File: config.mk
export PLATFORM = sky130hd
export DESIGN_NAME = regs_2r1w_clr_flat
export DESIGN_NICKNAME = d
export VERILOG_FILES = /design/src/rtl/regs_2r1w_clr_if.sv /design/src/rtl/regs_2r1w_clr.sv /design/src/flat_wrapper.sv
export SDC_FILE = /design/constraint.sdc
export NUM_CORES = 1
export LEC_CHECK = 0
export ABC_CLOCK_PERIOD_IN_PS = 2320
export BUFFER_PORTS_ARGS = -buffer_cell sky130_fd_sc_hd__buf_2
export CAP_MARGIN = 20
export CORE_MARGIN = 10
export CORE_UTILIZATION = 55
export CTS_CLUSTER_DIAMETER = 200
export CTS_CLUSTER_SIZE = 20
export DETAILED_ROUTE_END_ITERATION = 6
export PLACE_DENSITY = 0.75
export REMOVE_ABC_BUFFERS = 1
export SETUP_SLACK_MARGIN = 0.3
export SLEW_MARGIN = 20
export SYNTH_ARGS = -nofsm -noshare
export SYNTH_HDL_FRONTEND = slang
export SYNTH_SLANG_ARGS = --single-unit
export TNS_END_PERCENT = 50
File: constraint.sdc
create_clock -name i_clk -period 2.32 [get_ports i_clk]
set_input_delay 0.348 -clock i_clk [delete_from_list [all_inputs] [get_ports i_clk]]
set_output_delay 0.348 -clock i_clk [all_outputs]
set_load 0.02 [all_outputs]
File: src/rtl/regs_2r1w_clr_if.sv
// Bus bundle for the 2-read/1-write register file with clear sweep.
// The master drives the write and read addresses; the slave returns read data and status.
interface regs_2r1w_clr_if #(
    parameter int DATA_WIDTH = 8,
    parameter int ADDR_WIDTH = 4
) ();
    logic                  i_wt_en;
    logic [ADDR_WIDTH-1:0] i_wt_addr;
    logic [DATA_WIDTH-1:0] i_wt_data;
    logic [ADDR_WIDTH-1:0] i_rd_addr_a;
    logic [DATA_WIDTH-1:0] o_rd_data_a;
    logic [ADDR_WIDTH-1:0] i_rd_addr_b;
    logic [DATA_WIDTH-1:0] o_rd_data_b;
    logic                  i_clr;
    logic                  o_busy;
    logic                  o_wt_err;

    modport master (
        output i_wt_en,
        output i_wt_addr,
        output i_wt_data,
        output i_rd_addr_a,
        output i_rd_addr_b,
        output i_clr,
        input  o_rd_data_a,
        input  o_rd_data_b,
        input  o_busy,
        input  o_wt_err
    );

    modport slave (
        input  i_wt_en,
        input  i_wt_addr,
        input  i_wt_data,
        input  i_rd_addr_a,
        input  i_rd_addr_b,
        input  i_clr,
        output o_rd_data_a,
        output o_rd_data_b,
        output o_busy,
        output o_wt_err
    );
endinterface

File: src/rtl/regs_2r1w_clr.sv
// Register file with one synchronous write port and two combinational read ports.
// Adds an optional hardwired zero entry, write bypass and a hardware clear sweep.
module regs_2r1w_clr #(
    parameter int DATA_WIDTH  = 8,
    parameter int ADDR_WIDTH  = 4,
    parameter int ZERO_REG    = 0,
    parameter int READ_BYPASS = 1
) (
    input  logic            i_clk,
    input  logic            i_rst,
    regs_2r1w_clr_if.slave  bus
);
    localparam int DEPTH = 1 << ADDR_WIDTH;
    localparam logic [ADDR_WIDTH-1:0] CNT_LAST = '1;

    typedef enum logic {
        S_IDLE,
        S_CLEAR
    } state_t;

    state_t                state;
    state_t                state_nxt;
    logic [ADDR_WIDTH-1:0] cnt;
    logic [ADDR_WIDTH-1:0] cnt_nxt;
    logic                  wt_err;
    logic                  clearing;
    logic                  wt_zero;
    logic                  wr_ok;
    logic [DATA_WIDTH-1:0] mem [DEPTH];
    logic [DATA_WIDTH-1:0] rd_a;
    logic [DATA_WIDTH-1:0] rd_b;

    assign clearing = (state == S_CLEAR);
    assign wt_zero  = (ZERO_REG != 0) && (bus.i_wt_addr == '0);
    assign wr_ok    = !clearing && bus.i_wt_en && !wt_zero;

    always_ff @(posedge i_clk or posedge i_rst) begin
        if (i_rst) begin
            state  <= S_CLEAR;
            cnt    <= '0;
            wt_err <= 1'b0;
        end else begin
            state  <= state_nxt;
            cnt    <= cnt_nxt;
            wt_err <= bus.i_wt_en & clearing;
        end
    end

    always_comb begin
        state_nxt = state;
        cnt_nxt   = cnt;
        unique case (state)
            S_IDLE: begin
                if (bus.i_clr) begin
                    state_nxt = S_CLEAR;
                    cnt_nxt   = '0;
                end
            end
            S_CLEAR: begin
                cnt_nxt = cnt + 1'b1;
                if (cnt == CNT_LAST) begin
                    state_nxt = S_IDLE;
                end
            end
        endcase
    end

    // Storage has no reset; the sweep is what makes the contents defined.
    always_ff @(posedge i_clk) begin
        if (!i_rst) begin
            if (clearing) begin
                mem[cnt] <= '0;
            end else if (wr_ok) begin
                mem[bus.i_wt_addr] <= bus.i_wt_data;
            end
        end
    end

    function automatic logic [DATA_WIDTH-1:0] rd_pick(
        input logic [ADDR_WIDTH-1:0] addr,
        input logic [DATA_WIDTH-1:0] stored
    );
        logic [DATA_WIDTH-1:0] val;
        if (clearing) begin
            val = '0;
        end else if ((ZERO_REG != 0) && (addr == '0)) begin
            val = '0;
        end else if ((READ_BYPASS != 0) && bus.i_wt_en
                     && (addr == bus.i_wt_addr)) begin
            val = bus.i_wt_data;
        end else begin
            val = stored;
        end
        return val;
    endfunction

    always_comb begin
        rd_a = rd_pick(bus.i_rd_addr_a, mem[bus.i_rd_addr_a]);
    end

    always_comb begin
        rd_b = rd_pick(bus.i_rd_addr_b, mem[bus.i_rd_addr_b]);
    end

    assign bus.o_rd_data_a = rd_a;
    assign bus.o_rd_data_b = rd_b;
    assign bus.o_busy      = clearing;
    assign bus.o_wt_err    = wt_err;
endmodule
File: src/flat_wrapper.sv
// flat-port wrapper written by rule: the top's interface ports become plain ports
module regs_2r1w_clr_flat 
#(
    parameter int DATA_WIDTH  = 8,
    parameter int ADDR_WIDTH  = 4,
    parameter int ZERO_REG    = 0,
    parameter int READ_BYPASS = 1
)
  (i_clk, i_rst, bus_i_wt_en, bus_i_wt_addr, bus_i_wt_data, bus_i_rd_addr_a, bus_i_rd_addr_b, bus_i_clr, bus_o_rd_data_a, bus_o_rd_data_b, bus_o_busy, bus_o_wt_err);
  regs_2r1w_clr_if #(.DATA_WIDTH(DATA_WIDTH), .ADDR_WIDTH(ADDR_WIDTH)) bus_i ();
  input  logic i_clk;
  input  logic i_rst;
  input wire logic [$bits(bus_i.i_wt_en)-1:0] bus_i_wt_en;
  input wire logic [$bits(bus_i.i_wt_addr)-1:0] bus_i_wt_addr;
  input wire logic [$bits(bus_i.i_wt_data)-1:0] bus_i_wt_data;
  input wire logic [$bits(bus_i.i_rd_addr_a)-1:0] bus_i_rd_addr_a;
  input wire logic [$bits(bus_i.i_rd_addr_b)-1:0] bus_i_rd_addr_b;
  input wire logic [$bits(bus_i.i_clr)-1:0] bus_i_clr;
  output wire logic [$bits(bus_i.o_rd_data_a)-1:0] bus_o_rd_data_a;
  output wire logic [$bits(bus_i.o_rd_data_b)-1:0] bus_o_rd_data_b;
  output wire logic [$bits(bus_i.o_busy)-1:0] bus_o_busy;
  output wire logic [$bits(bus_i.o_wt_err)-1:0] bus_o_wt_err;
  assign bus_i.i_wt_en = bus_i_wt_en;
  assign bus_i.i_wt_addr = bus_i_wt_addr;
  assign bus_i.i_wt_data = bus_i_wt_data;
  assign bus_i.i_rd_addr_a = bus_i_rd_addr_a;
  assign bus_i.i_rd_addr_b = bus_i_rd_addr_b;
  assign bus_i.i_clr = bus_i_clr;
  assign bus_o_rd_data_a = bus_i.o_rd_data_a;
  assign bus_o_rd_data_b = bus_i.o_rd_data_b;
  assign bus_o_busy = bus_i.o_busy;
  assign bus_o_wt_err = bus_i.o_wt_err;
  regs_2r1w_clr #(.DATA_WIDTH(DATA_WIDTH), .ADDR_WIDTH(ADDR_WIDTH), .ZERO_REG(ZERO_REG), .READ_BYPASS(READ_BYPASS)) u_core (.i_clk(i_clk), .i_rst(i_rst), .bus(bus_i));
endmodule
After elaboration in Yosys (flattened, before gate mapping):

Memories as Yosys holds them, arrays and structs flattened.
Index checks and enable logic that the tools add are counted.

* input port bits: 24
* output and inout port bits: 18
* RAM bits: 128
* logic and storage cells: 35
* memories kept: 1
* flip-flop bits (word level): 6

* reduce and logical (&&, ||, !) cells: 5
* bitwise logic cells: 2
* equality and inequality tests: 4
* add/sub/neg operators: 1
* mux-type cells: 19

Memories
* u_core.mem: depth 16, width 8, read ports 2, clocked after Yosys merged registers in 0, wr ports 1, RTL line regs_2r1w_clr.sv:29 `logic [DATA_WIDTH-1:0] mem [DEPTH];`

Operators with widths (count)
* two-way mux 8 bit: 5
* two-way mux 1 bit: 10
* equality test 4 bit: 2
* two-way mux 4 bit: 2
* case mux 4 bit (2 select lines): 1
* OR reduction 8 bit: 1
* adder 4 x 1 -> 4 bit, second input constant: 1
* equality test 4 bit, second input constant: 1
* logical AND 1 bit: 3
* inequality test 2 bit, second input constant: 1
* case mux 1 bit (2 select lines): 1
* bitwise AND 1 bit: 1
* logical NOT 1 bit: 1
* NOT 1 bit: 1

Longest topological paths before layout:

Gate-level depths: netlist (run 1).

* word-level depth: 8
* mapped depth: 6
* gate-level depth less buffers: 4

Worst setup path after synthesis (run 1):

Ideal clock, no wire load.

* path kind: register -> register
* from: reg u_core.state, in the netlist u_core.bus.o_busy
* to: mem u_core.mem[1][0] (enable)
* stages on the path, launching flop included: 6
* data arrival time: 1.759 ns
* slack: 0.191 ns
* buffers on the path: 2
* required time: 1.950 ns
* cell sequence: dfstp_2 -> buf_6 -> nor3b_2 -> clkbuf_1 -> a31oi_1 -> nor2_1

* cells in the longest elaborated chain, start to end: 8

RTL lines
* start: declaration: RTL line regs_2r1w_clr.sv:21 `state_t state;`
* start signal: assignment: RTL line regs_2r1w_clr.sv:43 `state <= state_nxt;`
* logical NOT 1 bit: RTL line regs_2r1w_clr.sv:35 `assign wr_ok = !clearing && bus.i_wt_en && !wt_zero;`
* logical AND 1 bit: RTL line regs_2r1w_clr.sv:35
* two-way mux 1 bit: RTL line regs_2r1w_clr.sv:73 `end else if (wr_ok) begin`
* two-way mux 1 bit: RTL line regs_2r1w_clr.sv:71 `if (clearing) begin`
* two-way mux 1 bit: RTL line regs_2r1w_clr.sv:70 `if (!i_rst) begin`
* two-way mux 1 bit (not written as such): RTL line regs_2r1w_clr.sv:74 `mem[bus.i_wt_addr] <= bus.i_wt_data;`
* OR reduction 8 bit (no line)
* two-way mux 4 bit (no line) or two-way mux 1 bit (tied branches)
* end: declaration: RTL line regs_2r1w_clr.sv:29

Parallel ways exist; a longest one is shown, timed or not.

==> results of run 1 <==
## synth_stat cells (all sizes together), types with 2 or more instances
library cell   instances  area, um^2
inv                    3        11.3
nor3b                  3        27.5
o21ai                  3        15.0
clkbuf                 2        7.51
nor2b                  3        18.8
edfxtp               128        3840
and3b                  2        17.5
nand2                 24        90.1
xor2                   8        70.1
a22o                  16         140
a21oi                  5        25.0
a22oi                 32         240
nor4                   2        12.5
and2                  11        68.8
dfrtp                  5         125
a31oi                  4        25.0
clkdlybuf4s25          6        60.1
buf                   19         196
nor2                  20        75.1
and2b                  2        16.3
mux4                  64        1560
mux2                   2        22.5
mux2i                  2        20.0
nand2b                 2        12.5
## routing by layer
layer	GRT usage, %	up-vias
met4	8.57	0
li1	-	1752
met5	0	-
met1	27.4	2270
met2	35.9	340
met3	7.60	66
## layout make-up
| cell class | count | area (um^2) | area share [%] |
|---|---|---|---|
| well taps | 168 | 210 | 2.51 |
| inverters | 3 | 11.3 | 0.134 |
| clock inverters | 15 | 149 | 1.78 |
| multi-input cells | 212 | 2710 | 32.3 |
| flip-flops and latches | 134 | 4000 | 47.7 |
| clock buffers | 17 | 425 | 5.08 |
| repair buffers | 89 | 881 | 10.5 |
## critical path, delay by kind of cell, from the launching register on
kind	cells	cell delay [ns]
buffers and inverters	1	0.16
multiplexers	1	0.63
AND/OR/NAND/NOR	1	0.10
AO/OA/AOI/OAI	2	0.41
flip-flops	1	0.41
## stage by stage
stage	instance area, um^2	setup WS [ns]	utilization, %	instances
floorplan	6520	0.0948	-	349
global placement	7360	-0.0723	61.0	599
detailed placement	7360	-0.154	61.0	599
CTS	8150	-0.144	67.6	636
global route	8380	-0.194	69.5	638
finish	8380	-0.167	69.5	638
## report_power, final
| group | switching (uW) | internal (uW) |
|---|---|---|
| combinational | 922 | 706 |
| clock | 1110 | 1490 |
| sequential | 148 | 2890 |
## flip-flops by register name, indices dropped and copies added, names as in the netlist
register / cells
u_core.cnt: 4
u_core.bus.o_busy: 1
u_core.mem: 128
u_core.bus.o_wt_err: 1
## worst paths after layout
kind | from | to | cells past startpoint
max | u_core.mem[4][0] | bus_o_rd_data_b[0] | 5
min | bus_i_clr | u_core.cnt[1] | 2
max reg2reg | u_core.bus.o_busy | u_core.mem[5][6] | 8
min reg2reg | u_core.cnt[3] | u_core.cnt[3] | 1
max in group asynchronous | i_rst | u_core.bus.o_busy | 3
min in group asynchronous | i_rst | u_core.bus.o_wt_err | 3
## cells by family (layout without fill, tap and decap cells)
family                   after synthesis  after routing  share of synthesized area [%]
adder cells (fa/ha/maj)                1              1                          0.184
AO/OA/AOI/OAI                         61             61                           6.69
flip-flops                           134            134                           58.9
multiplexers                          68             68                           23.7
XOR/XNOR                               8              8                           1.03
AND/OR/NAND/NOR                       74             74                           5.48
buffers and inverters                 30            124                           4.06
## timing repair
action / 4_1_cts / 5_1_grt
resized for setup: 66 / 61
endpoints found under the hold margin: 5 / 0
setup buffers: 2 / 2
hold buffers: 1 / 0
cloned: 2 / 0
endpoints found under the setup margin: 76 / 144
pin swaps: 16 / 7
==> impl_metrics.tcl, run 1 <==
set metrics [dict create \
    worst_slack_ns -0.167 \
    worst_setup_path_end_kind "output pin" \
    die_w_um 131 \
    grt_max_degree 25 \
    nFillCells 725 \
    met3WireLength_mm 2.04 \
    hold_path_class "in2reg" \
    final_common_cell "edfxtp_1" \
    wl_per_cell_um 29.2 \
    setup_tns_ns -0.642 \
    antenna_found_initial 0 \
    clkLatencyLatePin_ns 0.43 \
    fin_crit_sh_pct 107 \
    track_usage_pct 22.3 \
    worstPathArrival_ns 2.14 \
    power_leakage_uw 0.00304 \
    cts_tree "done" \
    wirelength_mm 18.7 \
    io_pins 42 \
    cts.htree.levels 4 \
    numCtsBuffers 17 \
    skew_ns 0.00617 \
    drc 0 \
    met2_length_mm 9.32 \
    core_um2 12100 \
    num_vias 4428 \
    critical_path.slowest_cell "mux4_4" \
    dieHeight_um 131 \
    final_max_slew_viol_count 0 \
    violations "setup timing" \
    power.density_nw_per_um2 867 \
    required_ns 1.97 \
    finalSetupViolations 11 \
    path_class "reg2out" \
    antenna_cells 0 \
    synth_edf_count 128 \
    clkSinkCount 134 \
    layout_common_cells "edfxtp_1 (128), mux4_2 (54), buf_2 (28)" \
    peakVddDrop_mv 0.700 \
    syn_inst 376 \
    fmax_ghz 0.402 \
    synth_cell_types 39 \
    io_buffers 41 \
    hold-worst-slack_ns 0.127 \
    num_rows 40 \
    avgSynthCellArea_um2 18.0 \
    critical_path.max_stage_delay_ns 0.63 \
    worstPathMaxFanout 2 \
    ant_nets 0 \
    place_hpwl_mm 11.1 \
    fin_nets 482 \
    fin_crit_ns 2.49 \
    rsz0062_at_grt "yes" \
    overflow 0 \
    routed_via_density 6.94 \
    synth-async-reset-ratio_pct 4.48 \
    status "complete, but fails checks" \
    synth_area_um2 6790 \
    die_area_um2 17200 \
    grt_pass1_wl_mm 27.5 \
    finalPower_uw 7270 \
    cap_violations 0 \
    drt_pass1_iterations 7 \
    tightest_slew_ns 1.09 \
    grt_pass1_vias 4560 \
    clk_pin_slew_ns 0.06 \
    drive_above_1_share_pct 49.6 \
    synth_ff_type "edfxtp_1" \
    ys.warnings.count 0 \
    drt_iter0_markers 721 \
    yosysSeqAreaShare_pct 58.9 \
    met1_length_mm 6.67 \
    slew-limit-headroom_pct 26.9 \
    clockBufferDepth 2 \
    globalplace.congestion 0.817 \
    rrSetupSlack_ns 0.25 \
    syn2layout_area_growth_pct 23.5 \
    cp_cell_sequence "mux4_4 > a22oi_2 > nand2_1 > a22o_1 > buf_2" \
    startpoint_type "flop" \
    top_layer "met4" \
    ys_ff_latch 134 \
    finalHoldViolCount 0 \
    initial_utilization_pct 56.3 \
    cts_root_buffer "clkbuf_16" \
]
(Power assumes the default switching activity.)
==> inputs of run 2 (changes only) <==
CELL_PAD_IN_SITES_DETAIL_PLACEMENT = 1   (was not set)
CELL_PAD_IN_SITES_GLOBAL_PLACEMENT = 1   (was not set)
CORE_UTILIZATION = 53   (was 55)
GPL_TIMING_DRIVEN = 1   (was not set)
PLACE_DENSITY = 0.82   (was 0.75)
TNS_END_PERCENT = 5   (was 50)
==> run 2 against run 1 <==
Net effect:
- the flow still finishes with violations (setup timing)
- non-clock buffer count decreased by 5
- final cell count down 0.16%
- sequential power barely moved
- clock skew increased by 0.0031 ns
- critical path depth unchanged
- global-route usage is 0.83 points lower
- combinational power shrank 4%
- via count down 4.4%
- first-iteration DRC count decreased by 49%
- critical path type unchanged
- critical endpoint unchanged
==> impl_metrics.tcl, run 2 (synthesis gave the netlist of run 1 again) <==
set metrics [dict create \
    tightest_slew_ns 1.09 \
    peakVddDrop_mv 0.683 \
    power_leakage_uw 0.00300 \
    worst_setup_path_end_kind "output pin" \
    overflow 0 \
    num_vias 4234 \
    syn2layout_area_growth_pct 21.7 \
    track_usage_pct 21.5 \
    drt_iter0_markers 367 \
    top_register "u_core.mem" \
    dieHeight_um 133 \
    rsz0062_at_grt "yes" \
    fin_area_um2 8260 \
    rr_endpoint "u_core.mem[12][7]" \
    finalHoldViolCount 0 \
    worstPathMaxFanout 2 \
    largest_reg_flops 128 \
    whs_path_depth 2 \
    fin_crit_ns 2.45 \
    status "complete, but fails checks" \
    num_rows 41 \
    wirelength_mm 19.1 \
    slew-limit-headroom_pct 27.2 \
    drc 0 \
    place_hpwl_mm 12.9 \
    min_from "bus_i_clr" \
    fmax_ghz 0.409 \
    fin_crit_sh_pct 105 \
    grt_max_degree 21 \
    antenna_cells 0 \
    dpl_cell_area_um2 7350 \
    clkSinkCount 134 \
    clk_pin_slew_ns 0.06 \
    antenna_found_initial 1 \
    io_buffers 41 \
    grt_pass1_vias 4537 \
    required_ns 1.97 \
    die_w_um 133 \
    worstPathArrival_ns 2.10 \
    io_pins 42 \
    globalplace.congestion 0.800 \
    initial_utilization_pct 54.0 \
    violations "setup timing" \
    die_area_um2 17700 \
    hold-worst-slack_ns 0.121 \
    numCtsBuffers 17 \
    rrSetupSlack_ns 0.23 \
    skew_ns 0.00923 \
    rr_startpoint "u_core.bus.o_busy" \
    grt_pass1_wl_mm 28.4 \
    drive_above_1_share_pct 47.7 \
    startpoint "u_core.mem[4][0]" \
    finalSetupViolations 15 \
    core_um2 12600 \
    clkLatencyLatePin_ns 0.43 \
    hold_path_class "in2reg" \
    reg2reg_depth 5 \
    cts_tree "done" \
    final_common_cell "edfxtp_1" \
    power.density_nw_per_um2 876 \
    drt_pass1_iterations 4 \
    wl_per_cell_um 30.0 \
    worst_slack_ns -0.127 \
    routed_via_density 6.65 \
    reg_top3 "u_core.mem (128), u_core.cnt (4)" \
    path_class "reg2out" \
    min_to "u_core.cnt[1]" \
    final_max_slew_viol_count 0 \
    layout_common_cells "edfxtp_1 (128), mux4_2 (49), buf_2 (34)" \
    startpoint_type "flop" \
    dp_slack_ns -0.177 \
    clockBufferDepth 2 \
    cts_root_buffer "clkbuf_16" \
    fin_nets 477 \
    cap_violations 0 \
    ant_nets 0 \
    cts.htree.levels 4 \
]
run 2: changes by cell type in the layout (fill, tap and decap cells not counted), sizes merged:
cell | before | now
clkinvlp | 3 | 5
inv | 6 | 5
bufinv | 1 | 2
buf | 87 | 83
bufbuf | 1 | 0
clkinv | 8 | 5
clkbuf | 17 | 18
run 2: worst max-delay path by stage:
stage | to | slack (ns)
after floorplan | u_core.mem[11][0] | 0.09
after global placement | bus_o_rd_data_a[6] | -0.13
after detailed placement | bus_o_rd_data_a[6] | -0.18
after CTS | bus_o_rd_data_b[0] | -0.14
after global routing | bus_o_rd_data_b[0] | -0.19
final | bus_o_rd_data_b[0] | -0.13
run 2: where the power goes:
| part | internal, uW | switching, uW |
|---|---|---|
| combinational | 649 | 908 |
| sequential | 2890 | 147 |
| clock | 1580 | 1060 |
| total | 5120 | 2110 |
run 2: repair_timing:
item	CTS	global route
resized for setup	58	54
pin swaps	15	9
hold endpoints to repair	5	0
setup endpoints to repair	136	144
hold buffers	1	0
buffers inserted	0	1
run 2: cell type report:
type	instances	area, um^2
clock inverters	14	151
repair buffers	84	747
multi-input cells	212	2710
well taps	172	215
flip-flops and latches	134	4000
fillers	1085	4310
clock buffers	18	429
inverters	3	11.3
run 2: routing by layer:
layer,track usage (%),share of wire [%],vias to the layer above
li1,-,-,1740
met1,27.1,40,2250
met2,34.6,50,210
met3,6.65,8.2,34
met4,7.38,2.0,0
met5,0,0,-
run 2: metrics by stage:
step                utilization, %  TNS, ns  power, uW  cells
floorplan                        -        0       3710    349
finish                        65.7   -0.859       7240    637
detailed placement            58.5    -2.10       4330    603
global route                  65.7    -1.91       7490    637
global placement              58.5   -0.898       4240    603
CTS                           64.1   -0.990       7040    636
run 2: worst max-delay path: stages, from the launching register on:
cell and delay [ns]:
edfxtp_1 0.42, mux4_4 0.64, a22oi_2 0.19, nand2_1 0.08, a22o_1 0.22, buf_6 0.13
==> inputs of run 3 (changes only) <==
PLACE_DENSITY = not set   (was 0.82)
PLACE_DENSITY_LB_ADDON = 0.1   (was not set)
==> run 3 against run 2 <==
Net effect:
- the flow still finishes with violations (setup timing)
- hold slack improved by 0.025 ns
- cell area increased by 1.5%
- sequential power about the same
- clock power increased by 11%
- core utilization increased by 0.97 points
- count of clock-buffer cells in the layout increased by 3
- critical endpoint unchanged
- sequential share of layout area decreased by 0.70 points
- global-route usage increased by 0.61 points
- first-iteration DRC count increased by 17%
- sequential cell count unchanged
- critical path type unchanged
==> impl_metrics.tcl, run 3 (synthesis gave the netlist of run 1 again) <==
set metrics [dict create \
    status "complete, but fails checks" \
    violations "setup timing" \
    skew_ns 0.00831 \
    startpoint_type "flop" \
    io_pins 42 \
    drt_pass1_iterations 5 \
    num_rows 41 \
    wirelength_mm 19.2 \
    hold_path_class "in2reg" \
    final_cells 637 \
    cts_root_buffer "clkbuf_16" \
    antenna_cells 0 \
    fin_crit_sh_pct 105 \
    drt_iter0_markers 428 \
    finalHoldViolCount 0 \
    placed_cells 604 \
    top_register "u_core.mem" \
    final_common_cell "edfxtp_1" \
    grt.met2_usage_pct 38.2 \
    antenna_found_initial 0 \
    grt_pass1_wl_mm 29.1 \
    required_ns 1.97 \
    drive_above_1_share_pct 49.9 \
    path_class "reg2out" \
    slew-limit-headroom_pct 28.7 \
    die_w_um 133 \
    fin_crit_ns 2.43 \
    num_vias 4230 \
    grt_use_met3_pct 4.81 \
    rsz0062_at_grt "yes" \
    largest_reg_flops 128 \
    clk_pin_slew_ns 0.06 \
    cap_violations 0 \
    io_buffers 41 \
    place_hpwl_mm 12.7 \
    rrSetupSlack_ns 0.31 \
    cts_tree "done" \
    grt_pass1_vias 4578 \
    initial_utilization_pct 54.0 \
    worst_slack_ns -0.108 \
    grt.busiest_layer "met2" \
    reg_top3 "u_core.mem (128), u_core.cnt (4)" \
    clkSinkCount 134 \
    peakVddDrop_mv 0.679 \
    overflow 0 \
    fin_nets 477 \
    numCtsBuffers 17 \
    drc 0 \
    grt_max_degree 17 \
    finalPower_uw 7570 \
    wl_per_cell_um 30.2 \
    worstPathArrival_ns 2.08 \
    finalSetupViolations 15 \
    dpl_cell_area_um2 7340 \
    core_um2 12600 \
    layout_common_cells "edfxtp_1 (128), mux4_2 (53), buf_2 (30)" \
    syn2layout_area_growth_pct 23.5 \
    ant_nets 0 \
    use_met1_pct 27.5 \
    setup_tns_ns -0.521 \
    tightest_slew_ns 1.07 \
    post-cts-setup-buffer-count 0 \
    power_leakage_uw 0.00302 \
    die_area_um2 17700 \
    dieHeight_um 133 \
    fin_util_pct 66.7 \
    worst_setup_path_end_kind "output pin" \
    track_usage_pct 22.1 \
    worstPathMaxFanout 2 \
    clockBufferDepth 2 \
    final_max_slew_viol_count 0 \
    globalplace.congestion 0.842 \
    fin_area_um2 8380 \
    cts.htree.levels 4 \
    fmax_ghz 0.412 \
    power.density_nw_per_um2 903 \
    clkLatencyLatePin_ns 0.43 \
    routed_via_density 6.64 \
]
run 3: cell count changes in the layout (fill, tap and decap cells not counted), moves of 3 or more:
cell,previous run,this run
buf_2,34,30
clkinv_4,3,0
a22oi_2,21,27
nor2_4,6,9
a22oi_1,11,5
mux4_2,49,53
buf_6,17,23
mux4_1,14,10
clkbuf_8,0,3
nor2_2,11,4
nor2_1,3,7
run 3: through the flow:
step / setup WS (ns) / hold WS [ns]
2_1_floorplan: 0.0948 / 0.138
3_3_place_gp: -0.240 / 0.306
3_5_place_dp: -0.249 / 0.311
4_1_cts: -0.113 / 0.138
5_1_grt: -0.192 / 0.164
6_report: -0.108 / 0.146
run 3: path summary, 6_finish.rpt:
check,from,to,depth (start not counted)
setup / recovery,u_core.mem[13][0],bus_o_rd_data_b[0],5
hold / removal,bus_i_clr,u_core.cnt[1],2
setup reg to reg,u_core.bus.o_busy,u_core.mem[0][6],6
hold reg to reg,u_core.cnt[3],u_core.cnt[3],1
max in group asynchronous,i_rst,u_core.bus.o_busy,3
min in group asynchronous,i_rst,u_core.bus.o_wt_err,3
run 3: timing repair:
action,CTS,global route
pin swaps,13,16
endpoints found under the setup margin,94,134
hold buffers,1,0
resized for setup,67,67
endpoints found under the hold margin,5,0
run 3: cell type report:
cell class | instances | area, um^2
Clock buffer | 21 | 470
Clock inverter | 11 | 170
Fill cell | 1068 | 4190
Inverter | 3 | 11.3
Multi-Input combinational cell | 212 | 2780
Sequential cell | 134 | 4000
Tap cell | 172 | 215
Timing Repair Buffer | 84 | 739
run 3: report_power, final:
| part | internal, uW | switching, uW | total [uW] |
|---|---|---|---|
| Combinational | 665 | 929 | 1590 |
| Sequential | 2890 | 166 | 3060 |
| Clock | 1890 | 1030 | 2920 |
run 3: critical path, stage by stage (launching register included):
cell and delay (ns):
edfxtp_1 0.39, mux4_4 0.62, a22oi_2 0.21, nand2_1 0.08, a22o_1 0.22, buf_6 0.13
run 3: per-layer routing:
layer | vias up | wire, um
li1 | 1740 | -
met1 | 2286 | 7760
met2 | 174 | 10000
met3 | 30 | 1060
met4 | 0 | 367
met5 | - | 0
